[src/rtl/packet_receiver.sv]
// Data-island packet sink: audio unpack to FIFO, ACR/AVI latching, drop and error counters.
// Latency: ACR/AVI/counters register one edge after the packet; audio pairs enter the FIFO one per cycle starting the edge after.
// Backpressure: audio_ready stalls the FIFO head; FIFO overflow and packets arriving mid-unpack are dropped and counted.
module fifo #(
    parameter int WIDTH = 32,
    parameter int DEPTH = 8
) (
    input  logic             core_clk,
    input  logic             arst_n,
    input  logic             wr_vld,
    input  logic [WIDTH-1:0] wr_dat,
    output logic             wr_rdy,
    output logic             rd_vld,
    output logic [WIDTH-1:0] rd_dat,
    input  logic             rd_rdy
);
    localparam int AW = $clog2(DEPTH);

    logic [WIDTH-1:0] r_mem [DEPTH];
    logic [AW-1:0]    r_wr_ptr;
    logic [AW-1:0]    r_rd_ptr;
    logic [AW:0]      r_count;
    logic             w_full;
    logic             w_wr;
    logic             w_rd;

    assign w_full = (r_count == (AW+1)'(DEPTH));
    assign rd_vld = (r_count != '0);
    assign w_rd   = rd_vld & rd_rdy;
    // A read in the same cycle frees the slot, so a full FIFO can still accept.
    assign wr_rdy = ~w_full | w_rd;
    assign w_wr   = wr_vld & wr_rdy;
    assign rd_dat = r_mem[r_rd_ptr];

    always_ff @(posedge core_clk or negedge arst_n) begin
        if (!arst_n) begin
            for (int i = 0; i < DEPTH; i++) r_mem[i] <= '0;
            r_wr_ptr <= '0;
            r_rd_ptr <= '0;
            r_count  <= '0;
        end else begin
            if (w_wr) begin
                r_mem[r_wr_ptr] <= wr_dat;
                r_wr_ptr        <= r_wr_ptr + AW'(1);
            end
            if (w_rd) r_rd_ptr <= r_rd_ptr + AW'(1);
            case ({w_wr, w_rd})
                2'b10:   r_count <= r_count + (AW+1)'(1);
                2'b01:   r_count <= r_count - (AW+1)'(1);
                default: r_count <= r_count;
            endcase
        end
    end
endmodule

module packet_receiver #(
    parameter int AUDIO_BIT_WIDTH          = 16,
    parameter int FIFO_DEPTH               = 8,
    parameter int INFOFRAME_TIMEOUT_FIELDS = 2
) (
    input  logic                            clk_pixel,
    input  logic                            reset_n,
    input  logic                            packet_valid,
    input  logic                            packet_error,
    input  logic [23:0]                     header,
    input  logic [3:0][55:0]                sub,
    input  logic                            video_field_end,
    output logic [1:0][AUDIO_BIT_WIDTH-1:0] audio_sample_word,
    output logic                            audio_valid,
    input  logic                            audio_ready,
    output logic [19:0]                     acr_n,
    output logic [19:0]                     acr_cts,
    output logic                            acr_update,
    output logic [6:0]                      video_id_code,
    output logic                            avi_present,
    output logic [7:0]                      drop_count,
    output logic [7:0]                      error_count
);
    localparam int W = AUDIO_BIT_WIDTH;
    localparam logic [0:0] ST_IDLE   = 1'b0;
    localparam logic [0:0] ST_UNPACK = 1'b1;

    logic [7:0]   w_hb0, w_hb1, w_hb2;
    logic         w_pkt, w_is_acr, w_is_aud, w_is_avi;
    logic         w_layout_err, w_aud_take, w_aud_drop;
    logic         w_avi_ok, w_avi_err, w_err_inc;
    logic [2:0]   w_pop;
    logic [223:0] w_sub_flat;
    logic [4:0]   w_pb_last;
    logic [7:0]   w_csum;
    logic [1:0]   w_sel;
    logic [3:0]   w_present_nxt;
    logic         w_wr_vld, w_wr_rdy, w_fifo_drop;
    logic [2*W-1:0] w_wr_dat;
    logic [3:0]   w_drop_add;
    logic [8:0]   w_drop_sum;
    logic         w_unused;

    logic [0:0]         r_state;
    logic [3:0]         r_present;
    logic [3:0][W-1:0]  r_hold_l;
    logic [3:0][W-1:0]  r_hold_r;
    logic [19:0]        r_acr_n, r_acr_cts;
    logic               r_acr_update;
    logic [6:0]         r_vic;
    logic               r_avi_present;
    logic [3:0]         r_field_cnt;
    logic [7:0]         r_drop, r_err;

    assign w_hb0 = header[7:0];
    assign w_hb1 = header[15:8];
    assign w_hb2 = header[23:16];
    assign w_unused = &{1'b0, w_hb1[7:5]};

    assign w_pkt        = packet_valid & ~packet_error;
    assign w_is_acr     = w_pkt && (w_hb0 == 8'h01);
    assign w_is_aud     = w_pkt && (w_hb0 == 8'h02);
    assign w_is_avi     = w_pkt && (w_hb0 == 8'h82);
    assign w_layout_err = w_is_aud & w_hb1[4];
    assign w_aud_take   = w_is_aud && !w_hb1[4] && (r_state == ST_IDLE) && (w_hb1[3:0] != 4'd0);
    assign w_aud_drop   = w_is_aud && !w_hb1[4] && (r_state == ST_UNPACK);
    assign w_pop = {2'b0, w_hb1[0]} + {2'b0, w_hb1[1]} + {2'b0, w_hb1[2]} + {2'b0, w_hb1[3]};

    // PBn sits at bit 8n of the flattened subpackets since each holds seven bytes.
    assign w_sub_flat = sub;
    always_comb begin
        w_pb_last = (w_hb2 > 8'd27) ? 5'd27 : w_hb2[4:0];
        w_csum    = w_hb0 + w_hb1 + w_hb2;
        for (int n = 0; n < 28; n++) begin
            if (5'(n) <= w_pb_last) w_csum = w_csum + w_sub_flat[8*n +: 8];
        end
    end
    assign w_avi_ok  = w_is_avi && (w_csum == 8'd0);
    assign w_avi_err = w_is_avi && (w_csum != 8'd0);
    assign w_err_inc = packet_error | w_layout_err | w_avi_err;

    always_comb begin
        w_sel = 2'd0;
        for (int i = 3; i >= 0; i--) begin
            if (r_present[i]) w_sel = 2'(i);
        end
    end
    assign w_present_nxt = r_present & ~(4'b0001 << w_sel);
    assign w_wr_vld      = (r_state == ST_UNPACK);
    assign w_wr_dat      = {r_hold_r[w_sel], r_hold_l[w_sel]};
    assign w_fifo_drop   = w_wr_vld & ~w_wr_rdy;

    fifo #(.WIDTH(2*W), .DEPTH(FIFO_DEPTH)) u_fifo (
        .core_clk (clk_pixel),
        .arst_n   (reset_n),
        .wr_vld   (w_wr_vld),
        .wr_dat   (w_wr_dat),
        .wr_rdy   (w_wr_rdy),
        .rd_vld   (audio_valid),
        .rd_dat   (audio_sample_word),
        .rd_rdy   (audio_ready)
    );

    assign w_drop_add = (w_aud_drop ? {1'b0, w_pop} : 4'd0) + {3'b0, w_fifo_drop};
    assign w_drop_sum = {1'b0, r_drop} + {5'b0, w_drop_add};

    always_ff @(posedge clk_pixel or negedge reset_n) begin
        if (!reset_n) begin
            r_state   <= ST_IDLE;
            r_present <= '0;
            r_hold_l  <= '0;
            r_hold_r  <= '0;
        end else if (r_state == ST_IDLE) begin
            if (w_aud_take) begin
                r_state   <= ST_UNPACK;
                r_present <= w_hb1[3:0];
                for (int i = 0; i < 4; i++) begin
                    r_hold_l[i] <= sub[i][W-1:0];
                    r_hold_r[i] <= sub[i][24 +: W];
                end
            end
        end else begin
            r_present <= w_present_nxt;
            if (w_present_nxt == 4'd0) r_state <= ST_IDLE;
        end
    end

    always_ff @(posedge clk_pixel or negedge reset_n) begin
        if (!reset_n) begin
            r_acr_n       <= '0;
            r_acr_cts     <= '0;
            r_acr_update  <= 1'b0;
            r_vic         <= '0;
            r_avi_present <= 1'b0;
            r_field_cnt   <= '0;
            r_drop        <= '0;
            r_err         <= '0;
        end else begin
            r_acr_update <= w_is_acr;
            if (w_is_acr) begin
                r_acr_cts <= {sub[0][11:8], sub[0][23:16], sub[0][31:24]};
                r_acr_n   <= {sub[0][35:32], sub[0][47:40], sub[0][55:48]};
            end
            // A valid AVI takes priority over a coincident field end.
            if (w_avi_ok) begin
                r_vic         <= sub[0][38:32];
                r_avi_present <= 1'b1;
                r_field_cnt   <= '0;
            end else if (video_field_end && r_avi_present) begin
                if (r_field_cnt + 4'd1 == 4'(INFOFRAME_TIMEOUT_FIELDS)) begin
                    r_avi_present <= 1'b0;
                    r_field_cnt   <= '0;
                end else begin
                    r_field_cnt <= r_field_cnt + 4'd1;
                end
            end
            r_drop <= w_drop_sum[8] ? 8'hFF : w_drop_sum[7:0];
            if (w_err_inc && (r_err != 8'hFF)) r_err <= r_err + 8'd1;
        end
    end

    assign acr_n         = r_acr_n;
    assign acr_cts       = r_acr_cts;
    assign acr_update    = r_acr_update;
    assign video_id_code = r_vic;
    assign avi_present   = r_avi_present;
    assign drop_count    = r_drop;
    assign error_count   = r_err;
endmodule

[config.mk]
export PLATFORM = sky130hd
export DESIGN_NAME = packet_receiver
export DESIGN_NICKNAME = d
export VERILOG_FILES = /design/src/rtl/packet_receiver.sv
export SDC_FILE = /design/constraint.sdc
export NUM_CORES = 1
export LEC_CHECK = 0
export ABC_CLOCK_PERIOD_IN_PS = 3500
export CAP_MARGIN = 20
export CORE_ASPECT_RATIO = 1.2
export CORE_MARGIN = 10
export CORE_UTILIZATION = 31
export CTS_CLUSTER_SIZE = 12
export DETAILED_ROUTE_END_ITERATION = 7
export PLACE_DENSITY = 0.5
export SLEW_MARGIN = 25
export SYNTH_ARGS = -nofsm -noshare
export SYNTH_HDL_FRONTEND = slang
export SYNTH_SLANG_ARGS = --single-unit
[constraint.sdc]
create_clock -name clk_pixel -period 3.5 [get_ports clk_pixel]
set_input_delay 1.05 -clock clk_pixel [delete_from_list [all_inputs] [get_ports clk_pixel]]
set_output_delay 1.05 -clock clk_pixel [all_outputs]
set_load 0.03 [all_outputs]
==> results.cfg, run 1 <==
[cells_and_area]
final_layout_size_suffix_gt1_share_pct = 42.43
nNetsFinal = 5458
final_cell_mix = 1176 x buf_4, 521 x nand2_1, 466 x dfrtp_1, 352 x o21ai_0, 302 x clkdlybuf4s50_1
area_delta_synth_final_pct = 57.99
final_common_cell = buf_4

[critical_path]
max_stage_delay_ns = 0.64
timing.rr.end = u_fifo.r_mem[50]$_DFFE_PN0P_
reg2regPathDepth = 6
end_kind = flop
cp.arrival_ns = 27.35
start_kind = primary input
cp_slowest_cell = fa_2
critical_path_class = in -> reg
crit_required_ns = 4.00
reg2reg_slack_ns = 0.77
cp-endpoint = video_id_code[3]$_DFFE_PN0N_
cp-startpoint = header[1]
r2r-start = r_present[2]$_DFFE_PN0P_
crit_fanout = 8
crit_top_cell = buf_4

[sta]
rsz0062_at_grt = yes
drv_slew = 0
worst_slack_ns = -23.36
finalCriticalPeriod_ns = 26.86
fin_crit_sh_pct = 767.3
slew_headroom_pct = 43.51
tightest_slew_ns = 0.8385
final-hold-violation-count = 0
setup_viol = 37
finalSetupTns_ns = -466.20
finClkSkew_ns = 0.04439
clock.fmax_mhz = 37.23

[place]
io_buffers = 351
dpl.hpwl_mm = 113.7
place.gp.congestion = 0.9561

[cts]
cts_buffers = 53
clk_latency_ns = 0.65
htree_levels = 2
clk_pin_slew_ns = 0.06
cts_tree = yes
cts_hold_buf = 0
cts_max_path_buffers = 3
clkSinkCount = 468
cts-root-buf = clkbuf_16

[synthesis]
synthSimpleGateAreaFrac_pct = 15.49
ys_seq_elements = 468
synthFlopType = dfrtp_1
ys_seq_area_share_pct = 35.54
synth_xor_area_share_pct = 4.830
syn_nets = 3977
synthDistinctLibCells = 106
synth_compound_area_share_pct = 16.98
synth.area.mux_share_pct = 13.69
synth_top_family_by_area = compound AO/OA/AOI/OAI gates
netlist_instances = 3468
yosysWarnings = 0
avgSynthCellArea_sq_um = 9.501
synth_area_sq_mm = 0.03295
ys_async_sr_fraction_pct = 100.0
synth_edf_count = 0
synthAdderAreaFrac_pct = 10.63

[global_routing]
antenna_found_initial = 4
grt_pass1_wl_mm = 213.6
grt_max_degree = 73
grt_pass1_vias = 33230
overflow = 0
grt.total_usage_pct = 23.17

[route]
top_layer = met5
vias = 32580
wl_per_cell_microns = 22.67
wl_met2_mm = 70.10
dr.pass1.iters = 5
viasPerCell = 5.110
wl_met1_mm = 61.96
routed_wl_mm = 144.5
drtAntennaViolNets = 0
drc = 0
drt_iter0_markers = 2110
routed-wl-met3_mm = 6.886

[floorplan]
die_y_microns = 377.1
dieArea_sq_mm = 0.1198
die-width_microns = 317.6
row_count = 130
core-area_sq_mm = 0.1051
start_util_pct = 31.36
io_pins = 352

[hold_path]
hold_class = in -> async

[status]
failed_checks = negative setup slack
status = finished, violations left

[run]
maxCapViolations = 0
## metal layers
metal	vias to the layer above	track usage [%]
met3	203	2.851
li1	15510	-
met1	16020	29.87
met2	842	39.77
met5	-	0
met4	4	7.688
## flip-flops by register name, summed over array words and instances (netlist names), 7 cells and up
name	flops
acr_cts	20
error_count	8
video_id_code	7
r_hold_r	64
acr_n	20
r_hold_l	64
u_fifo.r_mem	256
drop_count	8
## cells by family (layout without fill, tap and decap cells)
group	count (synthesis)	after routing
AND/OR/NAND/NOR	1109	1109
AO/OA/AOI/OAI	902	902
flip-flops	468	468
multiplexers	336	336
adder cells (fa/ha/maj)	256	256
buffers and inverters	231	1750
XOR/XNOR	166	166
other	0	2
## layout make-up
type	count	area, sq um
Fill cell	9864	53020
Multi-Input combinational cell	2769	23230
Timing Repair Buffer	1585	13330
Sequential cell	468	11720
Tap cell	1386	1734
Clock buffer	73	1511
Inverter	72	272.8
Clock inverter	20	251.5
Antenna cell	2	5.005
## timing repair
action                                  CTS  global route
gates resized for setup                 315           225
endpoints found under the setup margin   60           100
pin swaps                               250           174
gates cloned                              4             0
setup buffers                           219            46
## critical path: cells and delay by family
| family | cells | cell delay (ns) |
|---|---|---|
| fa+ha+maj | 23 | 6.84 |
| simple gates | 32 | 4.79 |
| mux | 4 | 1.04 |
| buf+inv | 51 | 6.33 |
| compound gates | 35 | 5.48 |
| xor+xnor | 10 | 1.73 |
## Yosys cell counts (18+ instances only)
master | n | area share [%]
buf_2 | 18 | 0.27
a21o_1 | 78 | 1.8
or3_1 | 34 | 0.65
mux2_2 | 247 | 8.4
mux4_2 | 64 | 4.4
and2_1 | 22 | 0.42
nor2_1 | 197 | 2.2
ha_1 | 215 | 8.2
nand2b_1 | 19 | 0.36
o21bai_1 | 23 | 0.52
nand2_1 | 542 | 6.2
nor2b_1 | 25 | 0.47
dfrtp_1 | 468 | 36
o21a_1 | 19 | 0.43
a21oi_1 | 129 | 2.0
o21ai_0 | 394 | 6.0
o31ai_1 | 21 | 0.48
a211oi_1 | 52 | 1.2
inv_1 | 69 | 0.79
xnor2_1 | 88 | 2.3
clkbuf_1 | 123 | 1.4
fa_1 | 40 | 2.4
a31oi_1 | 23 | 0.44
nor3_1 | 54 | 0.82
xor2_1 | 68 | 1.8
nand3_1 | 95 | 1.4
o211ai_1 | 23 | 0.52
## how the worst min path moves through the flow
stage	start	endpoint	slack [ns]	cells past startpoint
6_report	reset_n	u_fifo.r_mem[3]$_DFFE_PN0P_	0.37	1
5_1_grt	reset_n	u_fifo.r_mem[245]$_DFFE_PN0P_	0.40	1
4_1_cts	reset_n	u_fifo.r_mem[3]$_DFFE_PN0P_	0.39	1
3_5_place_dp	u_fifo.r_mem[35]$_DFFE_PN0P_	u_fifo.r_mem[35]$_DFFE_PN0P_	0.47	2
3_3_place_gp	u_fifo.r_mem[197]$_DFFE_PN0P_	u_fifo.r_mem[197]$_DFFE_PN0P_	0.46	2
2_1_floorplan	u_fifo.r_mem[160]$_DFFE_PN0P_	u_fifo.r_mem[160]$_DFFE_PN0P_	0.44	2
## through the flow
stage / worst slack (ns) / area (sq um) / hold slack [ns] / utilization [%] / std cells
after detailed placement: -25.49 / 45870 / 0.4658 / 43.66 / 6018
after global routing: -24.45 / 52050 / 0.4047 / 49.54 / 6373
after global placement: -25.25 / 45870 / 0.4562 / 43.66 / 6018
after floorplan: -22.49 / 33700 / 0.4446 / - / 3468
final: -23.36 / 52050 / 0.3746 / 49.54 / 6375
after CTS: -23.02 / 50700 / 0.3852 / 48.25 / 6331
Power of run 1 is left out: the tool's default activity adds up to more than one toggle a clock period on the data nets, which glitch-free logic cannot reach.
==> run 2, diff against run 1 <==
ABC_CLOCK_PERIOD_IN_PS = 32600   (was 3500)
CORE_MARGIN = default   (was 10)
SYNTH_HIERARCHICAL = 1   (was default)
clock period = 32.6 ns   (was 3.5 ns; I/O delays follow)
==> results.cfg, run 2 <==
[critical_path]
crit_buf_inv = 7
cp.arrival_ns = 34.82
worst-path-stages = 135
cp-endpoint = video_id_code[6]$_DFFE_PN0N_
timing.rr.end = u_fifo/r_mem[58]$_DFFE_PN0P_
reg2reg_slack_ns = 29.62
critical_path_class = in -> reg
reg2regPathDepth = 4
start_kind = primary input
max_stage_delay_ns = 0.51
crit_fanout = 8
cp_slowest_cell = fa_1
end_kind = flop
r2r-start = r_state$_DFF_PN0_
crit_top_cell = ha_4
crit_required_ns = 33.09
crit_family = adder cells
cp-startpoint = header[9]

[synthesis]
syn_nets = 3657
yosysWarnings = 6
ys_seq_elements = 468
yosys.area.top_type = dfrtp_1
synth_area_sq_mm = 0.03315
avgSynthCellArea_sq_um = 10.53
yosysTopAreaCellShare_pct = 35.33
synth_common_cells = 468 x dfrtp_1, 376 x mux2_2, 363 x nand2_1
synth_edf_count = 0
ys_seq_area_share_pct = 35.33
ys_async_sr_fraction_pct = 100.0
synth_most_common_cell = dfrtp_1
netlist_instances = 3149
synthDistinctLibCells = 106
synthFlopType = dfrtp_1
ys_top_cells_by_area = dfrtp_1 35%, mux2_2 13%, ha_1 8.1%

[global_routing]
grt_max_degree = 165
antenna_found_initial = 20
grt_pass1_vias = 29900
grt.total_usage_pct = 24.01
grt_pass1_wl_mm = 193.0
overflow = 0

[place]
placed_area_sq_mm = 0.04312
detailedPlace.worstSlack_ns = -5.067
dpl.hpwl_mm = 101.8
io_buffers = 351
place.gp.congestion = 0.9559

[cells_and_area]
final_layout_size_suffix_gt1_share_pct = 42.87
top_regs = u_fifo/r_mem (256), r_hold_l (64), r_hold_r (64)
area_delta_synth_final_pct = 46.77
nNetsFinal = 4736
multiInputGateArea_sq_mm = 0.02325
final_common_cell = buf_4
stdcell_area_sq_mm = 0.04865
final_cell_mix = 793 x buf_4, 466 x dfrtp_1, 370 x mux2_2, 336 x clkdlybuf4s50_1, 325 x nand2_1
largest-register = u_fifo/r_mem
largest_reg_flops = 256
fill_cells = 10090
regArea_sq_mm = 0.01172

[route]
routed_wl_mm = 132.3
viasPerCell = 5.165
vias = 29310
dr.pass1.iters = 5
drc = 0
drtAntennaViolNets = 0
drt_iter0_markers = 1734
wl_per_cell_microns = 23.31

[cts]
cts_hold_buf = 0
clkSinkCount = 468
cts_max_path_buffers = 3
htree_levels = 2
cts_tree = yes
clk_pin_slew_ns = 0.06
cts-root-buf = clkbuf_16
clk_latency_ns = 0.67
cts_buffers = 55

[sta]
drv_slew = 0
setup_viol = 20
finClkSkew_ns = 0.06183
tightest_slew_ns = 1.092
fin_crit_sh_pct = 105.3
slew_headroom_pct = 26.86
clock.fmax_mhz = 29.13
worst_slack_ns = -1.725
rsz0062_at_grt = yes
final-hold-violation-count = 0
finalCriticalPeriod_ns = 34.33
finalSetupTns_ns = -32.34

[floorplan]
dieArea_sq_mm = 0.1083
row_count = 131
core-area_sq_mm = 0.1062
die_y_microns = 360.2
start_util_pct = 31.21
die-width_microns = 300.5
io_pins = 352

[run]
maxCapViolations = 0

[status]
status = finished, violations left
failed_checks = negative setup slack

[hold_path]
whs_path_depth = 2
hold_class = reg -> reg
[run 2: cell types whose count changed after synthesis, moves of 36 or more]
cell and delta:
o21ai_0 -247, nand2_1 -179, mux2_2 +129, mux2_4 +54
nand3_1 -42, clkbuf_1 -40, mux2i_1 +36
[run 2: final cells by class]
cell class,instances,share of cell area [%]
antenna,5,0.02572
clock buffer,73,3.194
clock inverter,29,0.7561
inverter,74,0.5709
multi-input combinational,2465,47.79
sequential,468,24.08
tap,1396,3.590
timing repair buffer,1164,20.00
[run 2: worst min path at each step]
| stage | from | endpoint | slack [ns] |
|---|---|---|---|
| finish | acr_cts[0]$_DFFE_PN0P_ | acr_cts[0]$_DFFE_PN0P_ | 0.48 |
| floorplan | u_fifo/r_mem[160]$_DFFE_PN0P_ | u_fifo/r_mem[160]$_DFFE_PN0P_ | 0.47 |
| global placement | acr_n[11]$_DFFE_PN0P_ | acr_n[11]$_DFFE_PN0P_ | 0.46 |
| global route | acr_n[13]$_DFFE_PN0P_ | acr_n[13]$_DFFE_PN0P_ | 0.49 |
| detailed placement | acr_n[16]$_DFFE_PN0P_ | acr_n[16]$_DFFE_PN0P_ | 0.46 |
| CTS | acr_cts[7]$_DFFE_PN0P_ | acr_cts[7]$_DFFE_PN0P_ | 0.48 |
[run 2: kinds of logic after synthesis]
group,count (synthesis),share of synthesized area (%)
and+or+nand+nor,773,10.41
adders and majority gates,254,10.49
buffers and inverters,216,2.952
muxes,555,21.52
xor gates and xnor gates,180,5.088
AOI/OAI and AO/OA,703,14.21
DFF,468,35.33
[run 2: metal layers]
metal	part of all wire [%]	track usage, %
met4	5.1	10.59
met2	49	40.85
met3	4.3	3.233
met1	42	30.13
met5	0.020	0
[run 2: through the flow]
stage	utilization [%]	cells	hold slack, ns
floorplan	-	3149	0.4738
global placement	40.60	5395	0.4575
global route	45.81	5673	0.4939
finish	45.81	5674	0.4766
detailed placement	40.60	5395	0.4622
CTS	44.46	5608	0.4793
[run 2: worst register-to-register path, cell delays in order (launching register included)]
cell and delay (ns):
dfrtp_1 0.78, a21boi_2 0.43, nand4b_1 0.77, buf_4 0.56, mux2_2 0.33
[run 2: repair_timing]
item | CTS | global route
gates cloned | 0 | 0
buffers inserted | 111 | 61
pin swaps | 196 | 223
endpoints found under the setup margin | 20 | 20
gates resized for setup | 251 | 177
Power of run 2 is left out for the same reason.
==> run 3, diff against run 2 <==
CORE_MARGIN = 2   (was default)
==> results.cfg, run 3 (synthesized netlist as in run 2, its figures left out) <==
[global_routing]
overflow = 0
grt_max_degree = 166
grt_pass1_wl_mm = 194.6
grt_pass1_vias = 30010
antenna_found_initial = 18
grt.total_usage_pct = 23.88

[critical_path]
max_stage_delay_ns = 0.52
critical_path_class = in -> reg
cp.arrival_ns = 34.79
r2r-start = r_state$_DFF_PN0_
reg2regPathDepth = 4
timing.rr.end = u_fifo/r_mem[62]$_DFFE_PN0P_
crit_top_cell = ha_4
crit_fanout = 8
end_kind = flop
start_kind = primary input
reg2reg_slack_ns = 29.65
crit_required_ns = 33.11
cp_slowest_cell = fa_1

[sta]
drv_slew = 0
finClkSkew_ns = 0.06364
finalCriticalPeriod_ns = 34.27
fin_crit_sh_pct = 105.1
setup_viol = 20
rsz0062_at_grt = yes
clock.fmax_mhz = 29.18
final-hold-violation-count = 0
worst_slack_ns = -1.673
slew_headroom_pct = 28.53
tightest_slew_ns = 1.072
hold_ws_ns = 0.4740

[route]
dr.pass1.iters = 5
drtAntennaViolNets = 0
wl_per_cell_microns = 23.61
drt_iter0_markers = 1791
vias = 29270
viasPerCell = 5.181
drc = 0
routed_wl_mm = 133.4

[cts]
cts_max_path_buffers = 3
cts_hold_buf = 0
clk_pin_slew_ns = 0.06
clk_latency_ns = 0.66
cts_tree = yes
cts_buffers = 55
htree_levels = 2
clkSinkCount = 468
cts-root-buf = clkbuf_16

[hold_path]
whs_path_depth = 2
min_to = acr_cts[6]$_DFFE_PN0P_
hold_class = reg -> reg
min-delay-start = acr_cts[6]$_DFFE_PN0P_

[cells_and_area]
area_delta_synth_final_pct = 46.20
fill_cells = 10180
nNetsFinal = 4712
final_common_cell = buf_4
largest-register = u_fifo/r_mem
top_regs = u_fifo/r_mem (256), r_hold_l (64), r_hold_r (64)
largest_reg_flops = 256
final_layout_size_suffix_gt1_share_pct = 42.75
final_cell_mix = 774 x buf_4, 466 x dfrtp_1, 371 x mux2_2, 336 x clkdlybuf4s50_1, 324 x nand2_1

[floorplan]
die_y_microns = 362.2
die-width_microns = 302.5
row_count = 131
start_util_pct = 31.21
io_pins = 352
dieArea_sq_mm = 0.1096
core-area_sq_mm = 0.1062

[place]
dpl.hpwl_mm = 102.3
io_buffers = 351
place.gp.congestion = 0.9279

[status]
failed_checks = negative setup slack
status = finished, violations left

[run]
maxCapViolations = 0
[run 3: cell count changes in the layout (fill, tap and decap cells not counted), moves of 5 or more]
cell     change
ha_1         +5
buf_4       -19
o21ai_2      +7
xnor2_1      -6
xnor2_2      +6
o21ai_0      -7
ha_4         -5
[run 3: how the worst max path moves through the flow]
stage | end | cells after the start | start | slack (ns)
3_3_place_gp | video_id_code[6]$_DFFE_PN0N_ | 139 | header[1] | -5.22
3_5_place_dp | video_id_code[6]$_DFFE_PN0N_ | 139 | header[9] | -5.18
4_1_cts | error_count[1]$_DFFE_PN0P_ | 140 | header[17] | -1.46
5_1_grt | video_id_code[5]$_DFFE_PN0N_ | 146 | header[17] | -2.84
2_1_floorplan | error_count[1]$_DFFE_PN0P_ | 115 | header[1] | -1.11
6_report | video_id_code[5]$_DFFE_PN0N_ | 148 | header[17] | -1.67
[run 3: cell type report]
type                            count  area (sq um)  area share [%]
Clock buffer                       75          1551           3.201
Clock inverter                     24         359.1          0.7410
Antenna cell                        8         20.02         0.04131
Timing Repair Buffer             1140          9490           19.58
Sequential cell                   468         11720           24.18
Inverter                           74         277.8          0.5732
Tap cell                         1396          1747           3.604
Multi-Input combinational cell   2465         23300           48.08
[run 3: worst max-delay path, delay by kind of cell]
family	cells	cell delay, ns
AO/OA/AOI/OAI	35	5.17
XOR/XNOR	21	3.47
adder cells (fa/ha/maj)	29	8.15
buffers and inverters	21	2.69
multiplexers	7	1.78
AND/OR/NAND/NOR	35	3.71
[run 3: routing by layer]
metal | global-route usage, % | routed length (microns) | vias up | part of all wire (%)
li1 | - | - | 13610 | -
met2 | 39.84 | 64450 | 770 | 48
met5 | 0 | 23 | - | 0.017
met3 | 3.348 | 6728 | 249 | 5.0
met4 | 11.60 | 7183 | 4 | 5.4
met1 | 30.24 | 54990 | 14630 | 41
[run 3: per-stage QoR]
stage	area, sq um	util (%)	std cells	setup WS (ns)	setup TNS [ns]
detailed placement	43000	40.49	5379	-5.180	-101.40
floorplan	33640	-	3149	-1.106	-18.94
global placement	43000	40.49	5379	-5.223	-102.25
CTS	47290	44.53	5603	-1.463	-27.78
global route	48460	45.62	5648	-2.839	-55.42
finish	48460	45.63	5650	-1.673	-31.98
[run 3: timing repair]
item,in CTS,in global routing
buffers inserted,126,40
resized for setup,298,143
pin swaps,236,130
cloned,0,0
endpoints found under the setup margin,20,20
Power of run 3 is left out for the same reason.
